[config.mk]
export PLATFORM = sky130hd
export DESIGN_NAME = shift_add_mult
export DESIGN_NICKNAME = d
export VERILOG_FILES = /design/src/rtl/shift_add_mult.sv
export SDC_FILE = /design/constraint.sdc
export NUM_CORES = 1
export LEC_CHECK = 0
export BUFFER_PORTS_ARGS = -buffer_cell sky130_fd_sc_hd__buf_2
export CAP_MARGIN = 10
export CORE_UTILIZATION = 53
export CTS_CLUSTER_SIZE = 14
export DETAILED_ROUTE_END_ITERATION = 16
export PLACE_DENSITY = 0.87
export SLEW_MARGIN = 15
export SYNTH_ARGS = -nofsm -noshare
export SYNTH_HDL_FRONTEND = slang
export SYNTH_SLANG_ARGS = --single-unit
[constraint.sdc]
create_clock -name clock -period 3.1 [get_ports clock]
set_clock_uncertainty 0.05 [all_clocks]
set_input_delay 0 -clock clock [delete_from_list [all_inputs] [get_ports clock]]
set_output_delay 0 -clock clock [all_outputs]
set_load 0.01 [all_outputs]
[src/rtl/shift_add_mult.sv]
`default_nettype none
// ============================================================================
// Module      : shift_add_mult
// Description : Sequential 4x4 unsigned shift-add multiplier that reuses one
//               4-bit ripple-carry adder over four iterations.
// Revision    : 1.0 - initial release
// ============================================================================
module shift_add_mult (
  input  logic       clock,
  input  logic       resetn,
  input  logic       start,
  input  logic [3:0] a,
  input  logic [3:0] b,
  output logic [7:0] product,
  output logic       busy,
  output logic       done
);

  typedef enum logic [1:0] {
    S_IDLE = 2'd0,
    S_CALC = 2'd1,
    S_DONE = 2'd2
  } state_t;

  state_t      r_state;
  logic [3:0]  r_m;
  logic [3:0]  r_a;
  logic [3:0]  r_q;
  logic        r_c;
  logic [1:0]  r_cnt;
  logic [7:0]  r_p;

  logic [4:0]  w_carry;
  logic [3:0]  w_add;
  logic [4:0]  w_sum;

  // C is cleared on load and by every shift, so it serves as the zero carry-in.
  assign w_carry[0] = r_c;

  generate
    for (genvar i = 0; i < 4; i++) begin : g_fa
      assign w_add[i]       = r_a[i] ^ r_m[i] ^ w_carry[i];
      assign w_carry[i + 1] = (r_a[i] & r_m[i]) | (r_a[i] & w_carry[i]) |
                              (r_m[i] & w_carry[i]);
    end
  endgenerate

  assign w_sum = r_q[0] ? {w_carry[4], w_add} : {1'b0, r_a};

  always_ff @(posedge clock) begin
    if (!resetn) begin
      r_state <= S_IDLE;
      r_m     <= 4'd0;
      r_a     <= 4'd0;
      r_q     <= 4'd0;
      r_c     <= 1'b0;
      r_cnt   <= 2'd0;
      r_p     <= 8'd0;
    end else begin
      case (r_state)
        S_IDLE: begin
          if (start) begin
            r_m     <= a;
            r_q     <= b;
            r_a     <= 4'd0;
            r_c     <= 1'b0;
            r_cnt   <= 2'd0;
            r_state <= S_CALC;
          end
        end
        S_CALC: begin
          // Right shift of {carry, A, Q}; the adder carry lands in A[3].
          {r_c, r_a, r_q} <= {1'b0, w_sum, r_q[3:1]};
          r_cnt           <= r_cnt + 2'd1;
          if (r_cnt == 2'd3) begin
            r_p     <= {w_sum, r_q[3:1]};
            r_state <= S_DONE;
          end
        end
        S_DONE:  r_state <= S_IDLE;
        default: r_state <= S_IDLE;
      endcase
    end
  end

  assign product = r_p;
  assign busy    = (r_state != S_IDLE);
  assign done    = (r_state == S_DONE);

endmodule
`default_nettype wire

==> impl_metrics.env, run 1 <==
export IMPL_p_leak_nw=0.565
export IMPL_rr_startpoint="r_a[0]"
export IMPL_slew_viol_final=0
export IMPL_fin_hold_ws_ns=0.0185
export IMPL_synth_area_leaders="dfxtp_1, a21boi_0, nand2_1"
export IMPL_root_buffer="clkbuf_4"
export IMPL_hold_path_depth=2
export IMPL_cts_made_buffers=3
export IMPL_maxSlewHeadroom_pct=67.3
export IMPL_cap_violations=0
export IMPL_dp_hpwl_microns=1570
export IMPL_grt_pass1_wl_microns=3450
export IMPL_num_rows=16
export IMPL_core_area_sq_um=1980
export IMPL_grt_max_degree=25
export IMPL_clk_pin_slew_ns=0.13
export IMPL_ys_seq_area_share_pct=42.6
export IMPL_synth_cell_types=35
export IMPL_drive_gt1_share_pct=19.4
export IMPL_die_x_microns=48.1
export IMPL_ys_async_sr_fraction_pct=0
export IMPL_required_ns=3.28
export IMPL_reg2reg_depth=9
export IMPL_fin_setup_tns_ns=0
export IMPL_critical_path_max_fanout=3
export IMPL_synth_top_area_cell="dfxtp_1"
export IMPL_dp_cells=159
export IMPL_finalSetupViolations=0
export IMPL_final_cells=171
export IMPL_synth_edff_count=0
export IMPL_syn_avg_cell_area_sq_um=9.48
export IMPL_cp_slowest_stage_delay_ns=0.40
export IMPL_synth_flop_cell="dfxtp_1"
export IMPL_critPathTopFamily="adder cells"
export IMPL_clock_latency_ns=0.32
export IMPL_syn_cell_area_sq_um=1130
export IMPL_port_buffers=20
export IMPL_vias_per_cell=5.31
export IMPL_max_clock_freq_ghz=0.414
export IMPL_worstPathArrival_ns=2.59
export IMPL_synth_warnings=0
export IMPL_critical_path_class="reg2reg"
export IMPL_cp_startpoint="r_a[0]"
export IMPL_gp_congestion=0.800
export IMPL_routed_wl_microns=2260
export IMPL_n_antenna_cell=0
export IMPL_antenna_found_initial=0
export IMPL_synth_fp_nets=135
export IMPL_cts_tree="done"
export IMPL_crit_path_frequent_cell="fa_1"
export IMPL_worstPathCellList="ha_1 > inv_1 > fa_1 > fa_1 > inv_1 > fa_1 > mux2i_1 > o22ai_1 > and2_1"
export IMPL_cts_max_path_buffers=2
export IMPL_die_area_sq_um=2320
export IMPL_rrSetupSlack_ns=0.69
export IMPL_peakVddDrop_mv=0.386
export IMPL_grt_use_total_pct=22.1
export IMPL_crit_path_end="r_a[2]"
export IMPL_cts_sinks=24
export IMPL_cp_slowest_cell="fa_1"
export IMPL_ios=21
export IMPL_status="finished clean"
export IMPL_ant_nets=0
export IMPL_power_density_nw_per_um2=463
export IMPL_fin_crit_ns=2.41
export IMPL_die_y_microns=48.1
export IMPL_wl_per_cell_microns=13.2
export IMPL_gr_total_overflow=0
export IMPL_setup_worst_path_end_class="flop"
export IMPL_hold_violations=0
export IMPL_syn2layout_area_growth_pct=19.4
export IMPL_dr_pass1_iters=4
export IMPL_vias=908
export IMPL_synth_top_cell_area_share_pct=42.6
export IMPL_synth_cells=119
export IMPL_tightest_slew_ns=0.490
export IMPL_fillers=175
export IMPL_htreeDepth=1
export IMPL_ys_seq_elements=24
export IMPL_drc=0
export IMPL_worst_path_buf_inv=2
export IMPL_fin_ws_ns=0.687
export IMPL_first_global_vias=790
export IMPL_cp_depth=9
export IMPL_post_place_ws_ns=0.693
export IMPL_fin_nets=161
export IMPL_hold_path_class="in2reg"
export IMPL_initial_core_util_pct=56.9
export IMPL_r2r_end="r_a[2]"
export IMPL_cp_start_kind="flop"
export IMPL_final_common_cell="dfxtp_1"
export IMPL_layout_common_cells="dfxtp_1, nand2_1, buf_2"
export IMPL_min_period_over_period_pct=77.8
export IMPL_drt_iter0_markers=11
export IMPL_rsz0062_at_grt="false"
## power breakdown
part | leakage, nW | switching (W) | total (W) | internal [W]
clock network | 0.0279 | 0.0000924 | 0.000223 | 0.000131
registers | 0.195 | 0.0000129 | 0.000333 | 0.000320
logic | 0.342 | 0.0000332 | 0.0000678 | 0.0000346
## synth_stat cells (all sizes together), types with 3 or more instances
| cell type | instances |
|---|---|
| inv | 6 |
| buf | 6 |
| nor2 | 3 |
| o21ai | 3 |
| o211ai | 4 |
| nand2 | 20 |
| nor2b | 6 |
| fa | 3 |
| mux2i | 6 |
| and2 | 3 |
| dfxtp | 24 |
| a21oi | 4 |
| a21boi | 10 |
## routing by layer
metal	up-vias	global-route usage (%)	wire [microns]
met4	0	5.00	8
met2	17	41.1	1250
met3	2	6.67	77
li1	452	-	-
met5	-	0	0
met1	437	24.6	928
## how the worst min path moves through the flow
stage | start | to
floorplan | b[0] | r_q[0]
global placement | b[2] | r_q[2]
detailed placement | b[2] | r_q[2]
CTS | resetn | product[6]
global route | resetn | product[6]
finish | resetn | product[6]
## state kept, by name, indices dropped and copies added (netlist names)
| register | cells |
|---|---|
| r_cnt | 2 |
| r_state | 2 |
| r_m | 4 |
| r_q | 4 |
| product | 8 |
| r_a | 4 |
## repair_timing
| action | CTS | global route |
|---|---|---|
| hold buffers | 8 | 0 |
| setup buffers | 0 | 0 |
| endpoints found under the hold margin | 8 | 0 |
| gates resized for setup | 0 | 0 |
## kinds of logic after synthesis
kind of cell,synth area share (%)
multiplexers,6.32
buffers and inverters,6.21
flip-flops,42.6
adder cells (fa/ha/maj),7.54
AND/OR/NAND/NOR,19.3
AO/OA/AOI/OAI,18.1
## metrics by stage
step | area [sq um] | total power, W | util, %
after floorplan | 1130 | 0.000383 | -
after global placement | 1210 | 0.000395 | 61.3
after detailed placement | 1210 | 0.000399 | 61.3
after CTS | 1350 | 0.000629 | 68.0
after global routing | 1350 | 0.000651 | 68.0
final | 1350 | 0.000624 | 68.0
## final cells by class
cell class / instances / area, sq um / area share, %
multi-input cells: 82 / 578 / 42.9
flip-flops and latches: 24 / 480 / 35.7
inverters: 6 / 22.5 / 1.67
clock buffers: 3 / 22.5 / 1.67
repair buffers: 28 / 180 / 13.4
well taps: 27 / 33.8 / 2.51
clock inverters: 1 / 30.0 / 2.23
No activity file was read; power rests on OpenSTA's default activity.
==> run 2, diff against run 1 <==
- clock period: 3.1 -> 2.4 ns (I/O delays scaled with it)
==> impl_metrics.env, run 2 (synthesis gave the netlist of run 1 again) <==
export IMPL_final_common_cell="dfxtp_1"
export IMPL_critical_path_max_fanout=2
export IMPL_slew_viol_final=0
export IMPL_cts_tree="done"
export IMPL_cap_violations=0
export IMPL_gr_total_overflow=0
export IMPL_hold_path_class="in2reg"
export IMPL_setup_worst_path_end_class="flop"
export IMPL_die_y_microns=48.1
export IMPL_vias_per_cell=5.34
export IMPL_num_rows=16
export IMPL_port_buffers=20
export IMPL_worstPathCellList="ha_1 > inv_1 > fa_2 > fa_2 > inv_1 > fa_1 > mux2i_1 > o22ai_1 > and2_1"
export IMPL_cp_slowest_stage_delay_ns=0.40
export IMPL_dp_hpwl_microns=1570
export IMPL_critical_path_class="reg2reg"
export IMPL_hold_path_depth=2
export IMPL_maxSlewHeadroom_pct=67.9
export IMPL_cts_made_buffers=3
export IMPL_antenna_found_initial=0
export IMPL_finalSetupViolations=0
export IMPL_final_cells=172
export IMPL_max_clock_freq_ghz=0.441
export IMPL_cp_slowest_cell="fa_1"
export IMPL_drt_iter0_markers=19
export IMPL_grt_pass1_wl_microns=3450
export IMPL_cts_sinks=24
export IMPL_min_period_over_period_pct=94.4
export IMPL_r2r_end="r_a[2]"
export IMPL_power_density_nw_per_um2=593
export IMPL_fin_crit_ns=2.27
export IMPL_min_from="resetn"
export IMPL_routed_wl_microns=2300
export IMPL_status="finished clean"
export IMPL_worst_path_buf_inv=2
export IMPL_worstHoldEndpoint="product[6]"
export IMPL_core_area_sq_um=1980
export IMPL_clk_pin_slew_ns=0.13
export IMPL_required_ns=2.58
export IMPL_ant_nets=0
export IMPL_grt_use_total_pct=22.1
export IMPL_rsz0062_at_grt="false"
export IMPL_drive_gt1_share_pct=22.8
export IMPL_peakVddDrop_mv=0.486
export IMPL_grt_max_degree=25
export IMPL_worstPathArrival_ns=2.45
export IMPL_cp_start_kind="flop"
export IMPL_rrSetupSlack_ns=0.13
export IMPL_first_global_vias=790
export IMPL_tightest_slew_ns=0.480
export IMPL_die_x_microns=48.1
export IMPL_dr_pass1_iters=4
export IMPL_syn2layout_area_growth_pct=20.7
export IMPL_critPathTopFamily="adder cells"
export IMPL_dp_cells=159
export IMPL_htreeDepth=1
export IMPL_fin_hold_ws_ns=0.0144
export IMPL_fin_nets=162
export IMPL_root_buffer="clkbuf_4"
export IMPL_wl_per_cell_microns=13.4
export IMPL_cts_max_path_buffers=2
export IMPL_drc=0
export IMPL_layout_common_cells="dfxtp_1, nand2_1, buf_2"
export IMPL_vias=919
export IMPL_reg2reg_depth=9
export IMPL_rr_startpoint="r_a[0]"
export IMPL_initial_core_util_pct=56.9
export IMPL_gp_congestion=0.800
export IMPL_ios=21
export IMPL_p_leak_nw=0.573
export IMPL_n_antenna_cell=0
export IMPL_die_area_sq_um=2320
export IMPL_hold_violations=0
export IMPL_clock_latency_ns=0.32
export IMPL_largest_reg_flops=8
run 2: per-stage QoR:
step / power (W) / utilization [%] / area [sq um] / setup slack (ns) / setup TNS, ns
after floorplan: 0.000495 / - / 1130 / 0.154 / 0
after global placement: 0.000511 / 61.3 / 1210 / 0.103 / 0
after detailed placement: 0.000516 / 61.3 / 1210 / -0.00684 / -0.00684
after CTS: 0.000812 / 68.1 / 1350 / 0.00189 / 0
after global routing: 0.000842 / 68.8 / 1360 / 0.0251 / 0
final: 0.000808 / 68.8 / 1360 / 0.133 / 0
run 2: layer usage:
metal,up-vias,track usage (%),part of all wire [%]
met5,-,0,0
met4,0,5.00,0.78
met3,5,6.67,3.6
met2,17,41.1,56
met1,442,24.6,40
li1,455,-,-
run 2: report_power, final:
group          switching, W  total (W)  internal (W)
combinational     0.0000432  0.0000888     0.0000455
clock              0.000120   0.000289      0.000169
sequential        0.0000165   0.000430      0.000414
total              0.000180   0.000808      0.000628
run 2: cell type report:
class / instances / area [sq um]
Sequential cell: 24 / 483
Clock buffer: 3 / 22.5
Fill cell: 168 / 619
Multi-Input combinational cell: 82 / 583
Tap cell: 27 / 33.8
Clock inverter: 1 / 30.0
Timing Repair Buffer: 29 / 188
Inverter: 6 / 22.5
run 2: worst max-delay path by stage:
stage	slack (ns)	cells after the start	startpoint	end
floorplan	0.15	9	r_a[0]	r_a[2]
global placement	0.10	9	r_a[0]	r_a[2]
detailed placement	-0.007	9	r_a[0]	r_a[2]
CTS	0.002	9	r_a[0]	r_a[2]
global route	0.03	9	r_m[0]	r_a[2]
finish	0.13	9	r_a[0]	r_a[2]
run 2: timing repair:
item | 4_1_cts | 5_1_grt
gates resized for setup | 2 | 2
pin swaps | 0 | 1
gates cloned | 0 | 0
endpoints found under the hold margin | 8 | 0
endpoints found under the setup margin | 1 | 2
buffers inserted | 0 | 1
hold buffers | 8 | 0
==> run 3, diff against run 2 <==
- clock period: 2.4 -> 2.1 ns (I/O delays scaled with it)
==> impl_metrics.env, run 3 (synthesis gave the netlist of run 1 again) <==
export IMPL_finalSetupViolations=2
export IMPL_hold_path_depth=2
export IMPL_fin_nets=163
export IMPL_violations="setup timing"
export IMPL_cts_made_buffers=3
export IMPL_drive_gt1_share_pct=25.3
export IMPL_fin_ws_ns=-0.212
export IMPL_setup_worst_path_end_class="flop"
export IMPL_critPathTopFamily="adder cells"
export IMPL_num_rows=16
export IMPL_cp_slowest_stage_delay_ns=0.41
export IMPL_final_cells=173
export IMPL_hold_path_class="in2reg"
export IMPL_hold_violations=0
export IMPL_cp_depth=9
export IMPL_critical_path_max_fanout=2
export IMPL_antenna_found_initial=0
export IMPL_min_period_over_period_pct=110
export IMPL_cp_slowest_cell="fa_1"
export IMPL_port_buffers=20
export IMPL_rsz0062_at_grt="true"
export IMPL_clock_latency_ns=0.32
export IMPL_maxSlewHeadroom_pct=65.6
export IMPL_drt_iter0_markers=13
export IMPL_die_area_sq_um=2320
export IMPL_largest_reg_flops=8
export IMPL_first_global_vias=831
export IMPL_required_ns=2.28
export IMPL_ant_nets=0
export IMPL_vias=917
export IMPL_cts_sinks=24
export IMPL_dp_cells=160
export IMPL_worstPathArrival_ns=2.50
export IMPL_cts_tree="done"
export IMPL_layout_common_cells="dfxtp_1, nand2_1, buf_2"
export IMPL_wl_per_cell_microns=14.0
export IMPL_regArea_sq_um=483
export IMPL_worst_path_buf_inv=2
export IMPL_fin_crit_ns=2.31
export IMPL_max_clock_freq_ghz=0.432
export IMPL_routed_wl_microns=2430
export IMPL_grt_use_total_pct=22.5
export IMPL_die_x_microns=48.1
export IMPL_critical_path_class="reg2reg"
export IMPL_grt_pass1_wl_microns=3470
export IMPL_multi_input_area_sq_um=596
export IMPL_worstPathCellList="ha_4 > inv_2 > fa_2 > fa_2 > inv_2 > fa_1 > mux2i_1 > o22ai_1 > and2_1"
export IMPL_cts_max_path_buffers=2
export IMPL_gp_congestion=0.762
export IMPL_reg2reg_depth=9
export IMPL_die_y_microns=48.1
export IMPL_status="finished, violations left"
export IMPL_syn2layout_area_growth_pct=22.5
export IMPL_cp_start_kind="flop"
export IMPL_root_buffer="clkbuf_4"
export IMPL_dr_pass1_iters=4
export IMPL_initial_core_util_pct=56.9
export IMPL_final_common_cell="dfxtp_1"
export IMPL_htreeDepth=1
export IMPL_drc=0
export IMPL_tightest_slew_ns=0.515
export IMPL_clk_pin_slew_ns=0.12
export IMPL_fillers=156
export IMPL_core_area_sq_um=1980
export IMPL_ios=21
export IMPL_gr_total_overflow=0
export IMPL_vias_per_cell=5.30
export IMPL_grt_max_degree=25
export IMPL_peakVddDrop_mv=0.612
export IMPL_power_density_nw_per_um2=676
export IMPL_p_total_w=0.000934
export IMPL_fin_setup_tns_ns=-0.374
export IMPL_p_leak_nw=0.574
export IMPL_slew_viol_final=0
export IMPL_cap_violations=0
export IMPL_n_antenna_cell=0
export IMPL_dp_hpwl_microns=1630
## run 3: cell count changes in the layout (fill, tap and decap cells not counted)
cell | previous run | this run
ha_1 | 2 | 1
ha_4 | 0 | 1
inv_2 | 0 | 2
inv_1 | 6 | 4
buf_4 | 1 | 2
## run 3: cell type report
cell class | instances | share of cell area, %
Clock inverter | 1 | 2.17
Sequential cell | 24 | 34.9
Multi-Input combinational cell | 82 | 43.1
Inverter | 6 | 1.63
Clock buffer | 3 | 1.63
Timing Repair Buffer | 30 | 14.1
Tap cell | 27 | 2.44
## run 3: through the flow
stage / setup slack [ns] / utilization, % / area (sq um) / hold WS, ns
finish: -0.212 / 69.8 / 1380 / 0.0131
global route: -0.283 / 69.8 / 1380 / 0.0128
CTS: -0.214 / 69.8 / 1380 / 0.0143
global placement: -0.0980 / 62.0 / 1230 / 0.201
floorplan: -0.0426 / - / 1130 / 0.0841
detailed placement: -0.209 / 62.0 / 1230 / 0.209
## run 3: routing by layer
| metal | up-vias | GRT usage [%] | share of wire [%] |
|---|---|---|---|
| met4 | 0 | 8.33 | 1.8 |
| met3 | 5 | 4.44 | 2.4 |
| met1 | 440 | 25.0 | 42 |
| met2 | 17 | 41.9 | 53 |
| li1 | 455 | - | - |
| met5 | - | 0 | 0 |
## run 3: where the power goes
part | total [W] | internal [W] | switching, W | leakage, nW
clock | 0.000335 | 0.000193 | 0.000142 | 0.0279
sequential | 0.000493 | 0.000473 | 0.0000203 | 0.196
combinational | 0.000106 | 0.0000537 | 0.0000522 | 0.350
total | 0.000934 | 0.000720 | 0.000215 | 0.574
## run 3: final timing paths
check | startpoint | slack, ns | end
setup / recovery | r_m[0] | -0.21 | r_a[2]
hold / removal | resetn | 0.01 | r_state[0]
setup reg to reg | r_m[0] | -0.21 | r_a[2]
hold reg to reg | product[7] | 0.42 | product[7]
## run 3: what timing repair did
item,in CTS,in global routing
gates resized for setup,4,0
hold endpoints to repair,8,0
hold buffers,8,0
setup buffers,1,0
endpoints found under the setup margin,2,2
